## config.mk

```make
export PLATFORM = sky130hd
export DESIGN_NAME = sdr_sync_ctrl
export DESIGN_NICKNAME = d
export VERILOG_FILES = /design/src/rtl/sdr_sync_ctrl.sv
export SDC_FILE = /design/constraint.sdc
export NUM_CORES = 1
export LEC_CHECK = 0
export ABC_AREA = 0
export BUFFER_PORTS_ARGS = -buffer_cell sky130_fd_sc_hd__buf_2
export CORE_AREA = 2 2 95 97
export DETAILED_ROUTE_END_ITERATION = 10
export DIE_AREA = 0 0 97 99
export PLACE_DENSITY = 0.8
export SYNTH_ARGS = -nofsm -noshare
export SYNTH_HDL_FRONTEND = slang
export SYNTH_SLANG_ARGS = --single-unit
```

## constraint.sdc

```tcl
create_clock -name CLK -period 4.5 [get_ports CLK]
set_clock_uncertainty 0.15 [all_clocks]
set_input_delay 0.675 -clock CLK [delete_from_list [all_inputs] [get_ports CLK]]
set_output_delay 0.675 -clock CLK [all_outputs]
set_load 0.005 [all_outputs]
```

## src/rtl/sdr_sync_ctrl.sv

```systemverilog
// sdr_sync_ctrl: arms on request, aligns the sample counter to the next 1PPS edge
// and supervises the PPS period. Optional period/lock check: SYNC_PERIOD_CHECK_EN.
module sdr_sync_ctrl #(
  parameter int CNT_W      = 32,
  parameter int NOM_PERIOD = 30720000,
  parameter int TOL        = 16,
  parameter int TIMEOUT    = 32000000,
  parameter int LOCK_N     = 3
) (
  input  logic             CLK,
  input  logic             RSET,
  input  logic             ARM,
  input  logic             DISARM,
  input  logic             SIG,
  input  logic [CNT_W-1:0] LOAD_VAL,
  output logic             CNT_EN,
  output logic             CNT_LD,
  output logic [CNT_W-1:0] CNT_D,
  output logic             U_D,
  output logic             DIS_TRIG,
  output logic             LOCKED,
  output logic             ERR,
  output logic [2:0]       STATE,
  output logic [CNT_W-1:0] PERIOD
);

  typedef enum logic [2:0] {
    IDLE      = 3'd0,
    WAIT_EDGE = 3'd1,
    LOAD      = 3'd2,
    RUN       = 3'd3,
    ERROR     = 3'd4
  } state_t;

  localparam logic [CNT_W-1:0] CNT_MAX = {CNT_W{1'b1}};
  localparam logic [CNT_W-1:0] TO_LAST = CNT_W'(TIMEOUT - 1);

  if (TIMEOUT <= NOM_PERIOD + TOL) begin : g_bad_timeout
    $error("TIMEOUT must exceed NOM_PERIOD+TOL");
  end
  if (LOCK_N < 1) begin : g_bad_lock_n
    $error("LOCK_N must be at least 1");
  end

  state_t           state;
  state_t           nxt;
  logic [2:0]       sync_q;
  logic [CNT_W-1:0] cnt;
  logic [CNT_W-1:0] cnt_inc;
  logic             pps_edge;
  logic             edge_run;
  logic             period_ok;

  assign pps_edge = sync_q[1] & ~sync_q[2];
  assign edge_run = (state == RUN) && pps_edge;
  // One counter serves as the WAIT_EDGE timer and the RUN period counter; it never wraps.
  assign cnt_inc  = (cnt == CNT_MAX) ? cnt : cnt + CNT_W'(1);
  assign STATE    = state;
  assign U_D      = 1'b1;

`ifdef SYNC_PERIOD_CHECK_EN
  localparam logic [CNT_W-1:0] PER_LO = CNT_W'(NOM_PERIOD - TOL);
  localparam logic [CNT_W-1:0] PER_HI = CNT_W'(NOM_PERIOD + TOL);
  localparam int LK_W = $clog2(LOCK_N + 1);
  logic [LK_W-1:0] lock_cnt;
  assign period_ok = (cnt >= PER_LO) && (cnt <= PER_HI);
`else
  assign period_ok = 1'b1;
`endif

  always_comb begin
    // NOTE: nxt gets a value on every path before the case, so no latch is inferred.
    nxt = IDLE;
    case (state)
      IDLE:      nxt = IDLE;
      WAIT_EDGE: begin
        if (pps_edge)            nxt = LOAD;
        else if (cnt == TO_LAST) nxt = ERROR;
        else                     nxt = WAIT_EDGE;
      end
      LOAD:      nxt = RUN;
      RUN: begin
        // An edge wins over a coincident timeout.
        if (pps_edge)            nxt = period_ok ? RUN : ERROR;
        else if (cnt >= TO_LAST) nxt = ERROR;
        else                     nxt = RUN;
      end
      ERROR:     nxt = ERROR;
      default:   nxt = IDLE;
    endcase
    if (ARM)    nxt = WAIT_EDGE;
    if (DISARM) nxt = IDLE;
  end

  always_ff @(posedge CLK) begin
    // NOTE: non-blocking assignments so every register samples pre-edge values.
    if (RSET) begin
      sync_q   <= '0;
      state    <= IDLE;
      cnt      <= '0;
      CNT_EN   <= 1'b0;
      CNT_LD   <= 1'b0;
      CNT_D    <= '0;
      DIS_TRIG <= 1'b1;
      LOCKED   <= 1'b0;
      ERR      <= 1'b0;
      PERIOD   <= '0;
`ifdef SYNC_PERIOD_CHECK_EN
      lock_cnt <= '0;
`endif
    end else begin
      sync_q   <= {sync_q[1:0], SIG};
      state    <= nxt;
      CNT_LD   <= (nxt == LOAD);
      CNT_EN   <= (nxt == RUN);
      DIS_TRIG <= (nxt != RUN);
      ERR      <= (nxt == ERROR);

      if (ARM && !DISARM) CNT_D <= LOAD_VAL;

      case (nxt)
        WAIT_EDGE: cnt <= (state == WAIT_EDGE && !ARM) ? cnt_inc : '0;
        LOAD:      cnt <= CNT_W'(1);
        RUN:       cnt <= edge_run ? CNT_W'(1) : cnt_inc;
        default:   cnt <= '0;
      endcase

      if (edge_run && !ARM && !DISARM) PERIOD <= cnt;

`ifdef SYNC_PERIOD_CHECK_EN
      // Staying in RUN on an edge implies the period was in tolerance.
      if (nxt != RUN) begin
        lock_cnt <= '0;
        LOCKED   <= 1'b0;
      end else if (edge_run) begin
        if (lock_cnt != LK_W'(LOCK_N)) lock_cnt <= lock_cnt + LK_W'(1);
        if (lock_cnt >= LK_W'(LOCK_N - 1)) LOCKED <= 1'b1;
      end
`else
      LOCKED <= (nxt == RUN);
`endif
    end
  end

endmodule

```

==> results.sh, run 1 <==
export IMPL_outcome="finished clean"
export IMPL_fmax_ghz=0.312
export IMPL_ys_seq_area_share_pct=46.5
export IMPL_synth_main_ff_cell="dfxtp_1"
export IMPL_areaGrowthSynthToFinish_pct=16.2
export IMPL_post_cts_buffers=0
export IMPL_dp_final_hpwl_um=7450
export IMPL_fin_tns_setup_ns=0
export IMPL_routed_wl_um=10700
export IMPL_p_per_area_nw_per_um2=303
export IMPL_initial_core_util_pct=53.4
export IMPL_dieArea_um2=9600
export IMPL_drv_slew=0
export IMPL_cts_tree="built"
export IMPL_cp_end_kind="flop"
export IMPL_diodes=0
export IMPL_cts_root_buf="clkbuf_8"
export IMPL_antenna_left=0
export IMPL_grt_pass1_wl_um=17400
export IMPL_cts_buffers=9
export IMPL_synth_edf_count=0
export IMPL_grt_pass1_vias=3838
export IMPL_async_flop_share_pct=0
export IMPL_ff2ff_path_depth=8
export IMPL_synth_area_um2=4560
export IMPL_utilization_pct=62.0
export IMPL_hp_class="reg2reg"
export IMPL_rsz0062_at_grt="false"
export IMPL_slew_headroom_pct=22.8
export IMPL_drive_gt1_share_pct=27.7
export IMPL_die_w_um=97
export IMPL_track_usage_pct=21.7
export IMPL_cts_hold_buf=0
export IMPL_power_leakage_nw=1.98
export IMPL_crit_fanout=18
export IMPL_total_power_mw=1.61
export IMPL_core_region_area_um2=8550
export IMPL_first_iter_violations=257
export IMPL_r2r_slack_ns=1.29
export IMPL_io_pins=110
export IMPL_netlist_area_leader_share_pct=46.5
export IMPL_placementRows=34
export IMPL_hold_viol=0
export IMPL_num_vias=4009
export IMPL_port_buffer_count=108
export IMPL_fin_crit_sh_pct=71.3
export IMPL_worstMarginPinSlew_ns=1.16
export IMPL_setup_viol=0
export IMPL_grt_max_degree=76
export IMPL_syn_nets=569
export IMPL_critical_path_class="reg2reg"
export IMPL_start_kind="flop"
export IMPL_worstHoldStart="CNT_D[21]"
export IMPL_place_congestion=0.876
export IMPL_cts_resized=0
export IMPL_final_nets=655
export IMPL_crit_slowest_cell="o211ai_4"
export IMPL_clkSlewWorstSetupHoldPaths_ns=0.10
export IMPL_synthTopCellsByArea="dfxtp_1, nand2_1, a21oi_1, nor3_2, xnor2_1"
export IMPL_die_y_um=99
export IMPL_reg2reg_to="cnt[14]"
export IMPL_clkLatencyLatePin_ns=0.38
export IMPL_drv_cap=0
export IMPL_r2r_start="cnt[0]"
export IMPL_drt_first_pass_iters=4
export IMPL_synthCells=531
export IMPL_ys_seq_elements=106
export IMPL_holdPathStages=2
export IMPL_clock_sinks=106
export IMPL_ys_types=48
export IMPL_overflow=0
export IMPL_crit_chain="ha_1 -> nand4_1 -> nor4_2 -> and4_1 -> o21ai_1 -> o211ai_4 -> buf_4 -> nor3_2"
export IMPL_vias_per_cell=5.49
export IMPL_synth_warnings=0
export IMPL_cp_required_ns=4.59
export IMPL_clockBufferDepth=2
export IMPL_critPathArrivalTime_ns=3.30
export IMPL_avgSynthCellArea_um2=8.59
export IMPL_cts_htree_levels=3
export IMPL_antenna_found_initial=0
export IMPL_holdPathEnd="CNT_D[21]"
export IMPL_slowest_delay_ns=0.59
export IMPL_drcViolationCount=0
export IMPL_irDropWorstVdd_mv=0.137
export IMPL_period_needed_ns=3.21
export IMPL_drt_wirelength_per_cell_um=14.6
export IMPL_synth_top_cell_by_area="dfxtp_1"
cell type report:
type                    count  area, um^2
well taps                 108         135
clock buffers              10         128
clock inverters             6        55.1
repair buffers            113         578
flip-flops and latches    106        2120
fillers                   771        3250
inverters                   3        11.3
multi-input cells         384        2270
where the power goes:
part           switching, mW  internal, mW  total [mW]  leakage, nW
Sequential           0.00694         0.952       0.959        0.858
Combinational         0.0584        0.0348      0.0932         1.03
Clock                  0.341         0.215       0.556       0.0942
Total                  0.406          1.20        1.61         1.98
placed cells by master, fill, tap and decap left out, types with 2 or more instances in the layout:
| cell type | count |
|---|---|
| nor4_4 | 2 |
| nand2_1 | 142 |
| a2111oi_0 | 3 |
| or3_1 | 10 |
| a21oi_1 | 68 |
| a2111oi_2 | 2 |
| and3_1 | 3 |
| nand2b_1 | 5 |
| o21ai_1 | 2 |
| clkbuf_8 | 9 |
| buf_2 | 108 |
| nor2b_1 | 4 |
| xnor2_1 | 15 |
| nor3b_1 | 2 |
| a211o_1 | 2 |
| nor3_1 | 6 |
| dfxtp_1 | 106 |
| a211oi_2 | 5 |
| a211oi_1 | 5 |
| or4_1 | 3 |
| o21ai_0 | 7 |
| inv_6 | 4 |
| buf_4 | 5 |
| nand4b_1 | 2 |
| nor4_1 | 6 |
| nor2_1 | 10 |
| nand3_1 | 12 |
| inv_1 | 3 |
| and4_1 | 3 |
| nand4_1 | 12 |
| nor3_2 | 25 |
| xor2_1 | 10 |
| mux2i_1 | 2 |
metrics by stage:
stage	std cells	cell area [um^2]	hold slack, ns	setup WS (ns)
global placement	714	5120	0.274	1.50
CTS	730	5300	0.307	1.33
finish	730	5300	0.304	1.29
global route	730	5300	0.318	1.15
detailed placement	714	5120	0.284	1.36
floorplan	531	4560	0.264	2.30
sequential cells by signal, indices dropped and copies added, names as in the netlist:
signal / flops
STATE: 3
CNT_LD: 1
LOCKED: 1
PERIOD: 32
CNT_D: 32
cnt: 32
sync_q: 3
ERR: 1
DIS_TRIG: 1
worst max path at each step:
| stage | startpoint | end | slack (ns) |
|---|---|---|---|
| 2_1_floorplan | cnt[11] | cnt[10] | 2.30 |
| 3_3_place_gp | cnt[0] | cnt[14] | 1.50 |
| 3_5_place_dp | cnt[0] | cnt[14] | 1.36 |
| 4_1_cts | cnt[0] | cnt[14] | 1.33 |
| 5_1_grt | cnt[0] | cnt[14] | 1.15 |
| 6_report | cnt[0] | cnt[14] | 1.29 |
metal layers:
| layer | part of all wire [%] | wire (um) | track usage [%] |
|---|---|---|---|
| met5 | 0 | 0 | 0 |
| met4 | 1.6 | 169 | 7.80 |
| met3 | 4.9 | 524 | 4.68 |
| met2 | 50 | 5330 | 37.6 |
| met1 | 44 | 4640 | 26.7 |
cells in the mapped netlist (2+ instances only):
library cell	n
nand2b_1	5
o21ai_0	7
nand4b_1	2
or4_1	3
and3_1	3
a21oi_1	69
a211oi_2	5
a2111oi_2	2
buf_2	6
nor2_1	10
and4_1	3
a2111oi_0	3
nor3_1	6
nor3b_1	2
o21ai_1	2
nor3_2	25
buf_4	2
xnor2_1	15
inv_1	3
nor4_4	2
a211oi_1	5
nand4_1	12
buf_1	3
buf_6	3
dfxtp_1	106
a211o_1	2
mux2i_1	2
nand3_1	12
clkbuf_1	24
xor2_1	10
nor4_1	6
or3_1	10
nand2_1	142
nor2b_1	5
worst max-delay path: cells and delay by family (launching register included):
kind,cells,cell delay (ns)
compound gates,2,0.78
fa+ha+maj,1,0.48
buf+inv,1,0.42
flops,1,0.40
simple gates,4,0.83
kinds of logic after synthesis:
logic type	Yosys count	synth area share, %
AO/OA/AOI/OAI	100	13.4
other	1	0.0822
flip-flops	106	46.5
adder cells (fa/ha/maj)	1	0.274
buffers and inverters	41	4.20
multiplexers	2	0.439
AND/OR/NAND/NOR	255	30.3
XOR/XNOR	25	4.80
No activity file was read; power rests on OpenSTA's default activity.
==> run 2: changes to the inputs <==
CORE_AREA = 2 2 101 103   (was 2 2 95 97)
DIE_AREA = 0 0 103 105   (was 0 0 97 99)
PLACE_DENSITY = 0.74   (was 0.8)
clock period = 2.8 ns   (was 4.5 ns; I/O delays follow)
==> results.sh, run 2 (synthesis gave the netlist of run 1 again) <==
export IMPL_drcViolationCount=0
export IMPL_grt_pass1_vias=3711
export IMPL_cp_num_buf_inv=2
export IMPL_port_buffer_count=108
export IMPL_slowest_delay_ns=0.56
export IMPL_antenna_left=0
export IMPL_drive_gt1_share_pct=28.6
export IMPL_clkLatencyLatePin_ns=0.38
export IMPL_initial_core_util_pct=47.3
export IMPL_crit_fanout=31
export IMPL_cp_required_ns=2.94
export IMPL_fin_tns_setup_ns=0
export IMPL_p_per_area_nw_per_um2=479
export IMPL_drt_first_pass_iters=4
export IMPL_r2r_start="cnt[27]"
export IMPL_final_cell_mix="nand2_1, buf_2, dfxtp_1"
export IMPL_critPathTopFamily="simple AND/OR/NAND/NOR gates"
export IMPL_final_nets=663
export IMPL_crit_slowest_cell="or4_1"
export IMPL_place_congestion=0.844
export IMPL_areaGrowthSynthToFinish_pct=18.9
export IMPL_io_pins=110
export IMPL_track_usage_pct=19.4
export IMPL_slew_headroom_pct=50.4
export IMPL_overflow=0
export IMPL_num_vias=3978
export IMPL_antenna_found_initial=0
export IMPL_grt_max_degree=54
export IMPL_first_iter_violations=195
export IMPL_reg2reg_to="cnt[2]"
export IMPL_r2r_slack_ns=0.30
export IMPL_cp_end_kind="flop"
export IMPL_place_area_um2=5240
export IMPL_drv_cap=0
export IMPL_drv_slew=0
export IMPL_final_area_um2=5430
export IMPL_holdPathEnd="sync_q[0]"
export IMPL_cts_buffers=9
export IMPL_die_w_um=103
export IMPL_cts_hold_buf=0
export IMPL_routed_wl_um=10500
export IMPL_drt_wirelength_per_cell_um=13.7
export IMPL_hold_viol=0
export IMPL_dieArea_um2=10800
export IMPL_clock_sinks=106
export IMPL_period_needed_ns=2.50
export IMPL_cts_htree_levels=3
export IMPL_ff2ff_path_depth=7
export IMPL_start_kind="flop"
export IMPL_hp_class="in2reg"
export IMPL_worstMarginPinSlew_ns=0.744
export IMPL_fmax_ghz=0.399
export IMPL_clockBufferDepth=2
export IMPL_holdPathStages=2
export IMPL_post_cts_buffers=0
export IMPL_cts_root_buf="clkbuf_8"
export IMPL_cts_resized=0
export IMPL_dp_final_hpwl_um=7640
export IMPL_power_leakage_nw=2.03
export IMPL_crit_chain="or4_1 -> a211oi_1 -> inv_1 -> nor3b_4 -> o211ai_4 -> buf_12 -> nor4_1"
export IMPL_vias_per_cell=5.21
export IMPL_irDropWorstVdd_mv=0.218
export IMPL_largest_registers="CNT_D x32, PERIOD x32, cnt x32"
export IMPL_fin_crit_sh_pct=89.4
export IMPL_die_y_um=105
export IMPL_rsz0062_at_grt="false"
export IMPL_outcome="finished clean"
export IMPL_critPathArrivalTime_ns=2.64
export IMPL_diodes=0
export IMPL_critical_path_class="reg2reg"
export IMPL_total_power_mw=2.60
export IMPL_fin_ws_ns=0.296
export IMPL_clkSlewWorstSetupHoldPaths_ns=0.11
export IMPL_core_region_area_um2=9640
export IMPL_setup_viol=0
export IMPL_cts_tree="built"
export IMPL_grt_pass1_wl_um=16900
export IMPL_final_common_cell="nand2_1"
export IMPL_worstHoldStart="SIG"
export IMPL_place_ws_ns=0.322
export IMPL_placementRows=36
export IMPL_fillers=924
==> run 2: cell types whose count changed in the layout (fill, tap and decap cells not counted), sizes merged <==
cell    previous run  this run
clkinv             1         5
inv                8         4
buf              113       121
==> run 2: cell type report <==
class                      instances  area [um^2]  area share, %
inverter                           3         11.3          0.208
timing repair buffer             121          663           12.2
sequential                       106         2120           39.1
multi-input combinational        384         2270           41.9
tap                              133          166           3.07
clock buffer                      10          128           2.35
clock inverter                     6         62.6           1.15
==> run 2: worst max-delay path by stage <==
stage | startpoint | end | slack, ns | cells past startpoint
2_1_floorplan | cnt[11] | cnt[10] | 0.60 | 7
3_5_place_dp | cnt[11] | cnt[2] | 0.32 | 7
4_1_cts | cnt[27] | cnt[2] | 0.31 | 7
6_report | cnt[27] | cnt[2] | 0.30 | 7
5_1_grt | cnt[15] | cnt[2] | 0.14 | 7
3_3_place_gp | cnt[11] | cnt[10] | 0.41 | 7
==> run 2: where the power goes <==
group / internal, mW / switching [mW] / leakage [nW]
clock: 0.344 / 0.558 / 0.0953
sequential: 1.53 / 0.0113 / 0.858
combinational: 0.0616 / 0.0937 / 1.08
total: 1.94 / 0.663 / 2.03
==> run 2: metal layers <==
layer | part of all wire (%) | up-vias | track usage, %
met2 | 49 | 95 | 32.1
met4 | 2.4 | 0 | 8.93
met3 | 4.4 | 21 | 3.41
met1 | 44 | 1846 | 24.3
met5 | 0 | - | 0
li1 | - | 2016 | -
==> run 2: per-stage QoR <==
step           utilization [%]  instances  hold slack, ns
2_1_floorplan                -        531           0.264
3_3_place_gp              54.3        747           0.268
3_5_place_dp              54.3        747           0.295
4_1_cts                   56.3        763          0.0814
5_1_grt                   56.3        763          0.0980
6_report                  56.3        763          0.0895
==> run 3: changes to the inputs <==
ABC_AREA = 1   (was 0)
==> results.sh, run 3 <==
export IMPL_final_nets=753
export IMPL_power_leakage_nw=2.35
export IMPL_post_cts_buffers=0
export IMPL_outcome="finished clean"
export IMPL_reg2reg_to="cnt[30]"
export IMPL_grt_pass1_wl_um=16500
export IMPL_hold_viol=0
export IMPL_r2r_slack_ns=0.19
export IMPL_antenna_left=0
export IMPL_grt_max_degree=65
export IMPL_initial_core_util_pct=47.4
export IMPL_ys_seq_area_share_pct=46.5
export IMPL_p_per_area_nw_per_um2=502
export IMPL_port_buffer_count=108
export IMPL_diodes=0
export IMPL_cts_htree_levels=3
export IMPL_async_flop_share_pct=0
export IMPL_place_ws_ns=0.257
export IMPL_start_kind="flop"
export IMPL_hp_class="in2reg"
export IMPL_drt_wirelength_per_cell_um=11.3
export IMPL_cts_buffers=9
export IMPL_fin_ws_ns=0.186
export IMPL_setup_viol=0
export IMPL_period_needed_ns=2.61
export IMPL_r2r_start="cnt[0]"
export IMPL_fmax_ghz=0.383
export IMPL_dp_final_hpwl_um=7070
export IMPL_cp_end_kind="flop"
export IMPL_cp_required_ns=2.91
export IMPL_io_pins=110
export IMPL_critical_path_class="reg2reg"
export IMPL_drive_gt1_share_pct=24.4
export IMPL_ff2ff_path_depth=12
export IMPL_synthCells=620
export IMPL_worstHoldStart="SIG"
export IMPL_drt_first_pass_iters=5
export IMPL_antenna_found_initial=0
export IMPL_holdPathEnd="sync_q[0]"
export IMPL_drcViolationCount=0
export IMPL_rsz0062_at_grt="false"
export IMPL_num_vias=4045
export IMPL_seq_area_um2=2120
export IMPL_areaGrowthSynthToFinish_pct=18.0
export IMPL_avgSynthCellArea_um2=7.37
export IMPL_synth_common_cells="nor2_1, dfxtp_1, inv_1"
export IMPL_clkSlewWorstSetupHoldPaths_ns=0.11
export IMPL_whs_ns=0.0879
export IMPL_worstMarginPinSlew_ns=0.931
export IMPL_cts_root_buf="clkbuf_8"
export IMPL_critPathArrivalTime_ns=2.73
export IMPL_synthTopCellsByArea="dfxtp_1, nor2_1, o21ai_0, inv_1, nand2_1"
export IMPL_fin_crit_sh_pct=93.4
export IMPL_synth_warnings=0
export IMPL_drv_cap=0
export IMPL_clkLatencyLatePin_ns=0.38
export IMPL_synth_edf_count=0
export IMPL_track_usage_pct=18.7
export IMPL_synth_most_common_cell="nor2_1"
export IMPL_synth_area_um2=4570
export IMPL_core_region_area_um2=9640
export IMPL_vias_per_cell=4.74
export IMPL_netlist_area_leader_share_pct=46.5
export IMPL_synth_main_ff_cell="dfxtp_1"
export IMPL_placementRows=36
export IMPL_clockBufferDepth=2
export IMPL_dieArea_um2=10800
export IMPL_slew_headroom_pct=37.9
export IMPL_overflow=0
export IMPL_die_w_um=103
export IMPL_die_y_um=105
export IMPL_final_common_cell="nor2_1"
export IMPL_ys_types=31
export IMPL_largest_registers="CNT_D x32, PERIOD x32, cnt x32"
export IMPL_clock_sinks=106
export IMPL_holdPathStages=3
export IMPL_cts_resized=0
export IMPL_routed_wl_um=9630
export IMPL_fillers=944
export IMPL_cts_hold_buf=0
export IMPL_ys_seq_elements=106
export IMPL_crit_fanout=13
export IMPL_syn_nets=658
export IMPL_drv_slew=0
export IMPL_grt_pass1_vias=3902
export IMPL_cts_tree="built"
export IMPL_irDropWorstVdd_mv=0.287
export IMPL_fin_tns_setup_ns=0
export IMPL_multiInputGateArea_um2=1990
export IMPL_place_congestion=0.942
export IMPL_first_iter_violations=129
export IMPL_final_cell_mix="nor2_1, buf_2, dfxtp_1"
export IMPL_synth_top_cell_by_area="dfxtp_1"
[run 3: cells by family (layout without fill, tap and decap cells)]
family                   after synthesis  count (layout)  share of synthesized area [%]
multiplexers                           1               1                          0.219
adder cells (fa/ha/maj)                1               1                          0.274
buffers and inverters                112             212                           10.1
XOR/XNOR                              23              23                           4.41
flip-flops                           106             106                           46.5
AO/OA/AOI/OAI                        112             112                           12.5
AND/OR/NAND/NOR                      264             264                           26.0
other                                  1               1                         0.0821
[run 3: worst max path at each step]
stage / start / cells after the start / slack [ns] / to
finish: cnt[0] / 12 / 0.19 / cnt[30]
global placement: cnt[0] / 12 / 0.39 / cnt[30]
CTS: cnt[0] / 12 / 0.23 / cnt[30]
floorplan: cnt[0] / 19 / 0.76 / cnt[2]
detailed placement: cnt[0] / 12 / 0.26 / cnt[30]
global route: cnt[0] / 12 / 0.01 / cnt[30]
[run 3: per-layer routing]
layer  vias up  track usage (%)  part of all wire, %
li1       2133                -                    -
met1      1759             22.1                   44
met2       133             31.8                   47
met3        20             5.35                  7.1
met4         0             6.95                  1.9
met5         -                0                    0
[run 3: area by class of cell]
type / count / share of cell area (%)
Clock buffer: 9 / 2.30
Inverter: 85 / 5.92
Tap cell: 133 / 3.09
Multi-Input combinational cell: 402 / 36.9
Clock inverter: 7 / 1.72
Sequential cell: 106 / 39.4
Timing Repair Buffer: 111 / 10.7
[run 3: report_power, final]
group          internal (mW)  switching, mW
Combinational         0.0627         0.0853
Sequential              1.54         0.0142
Clock                  0.438          0.562
[run 3: critical path: stages (launching register included)]
cell,delay [ns]
dfxtp_1,0.40
ha_1,0.21
nand2_1,0.08
nor2_2,0.13
nand3_1,0.13
nor2_1,0.21
nand3b_1,0.41
nand3_1,0.25
inv_1,0.07
nand3_1,0.13
nor2_1,0.08
xnor2_1,0.19
nor2_2,0.06
[run 3: stage by stage]
step                      cells  cell area, um^2  utilization [%]  total power, mW
final                       853             5390             55.9             2.70
after global routing        853             5390             55.9             2.81
after CTS                   853             5390             55.9             2.73
after detailed placement    837             5170             53.6             1.74
after global placement      837             5170             53.6             1.73
after floorplan             620             4570                -             1.67
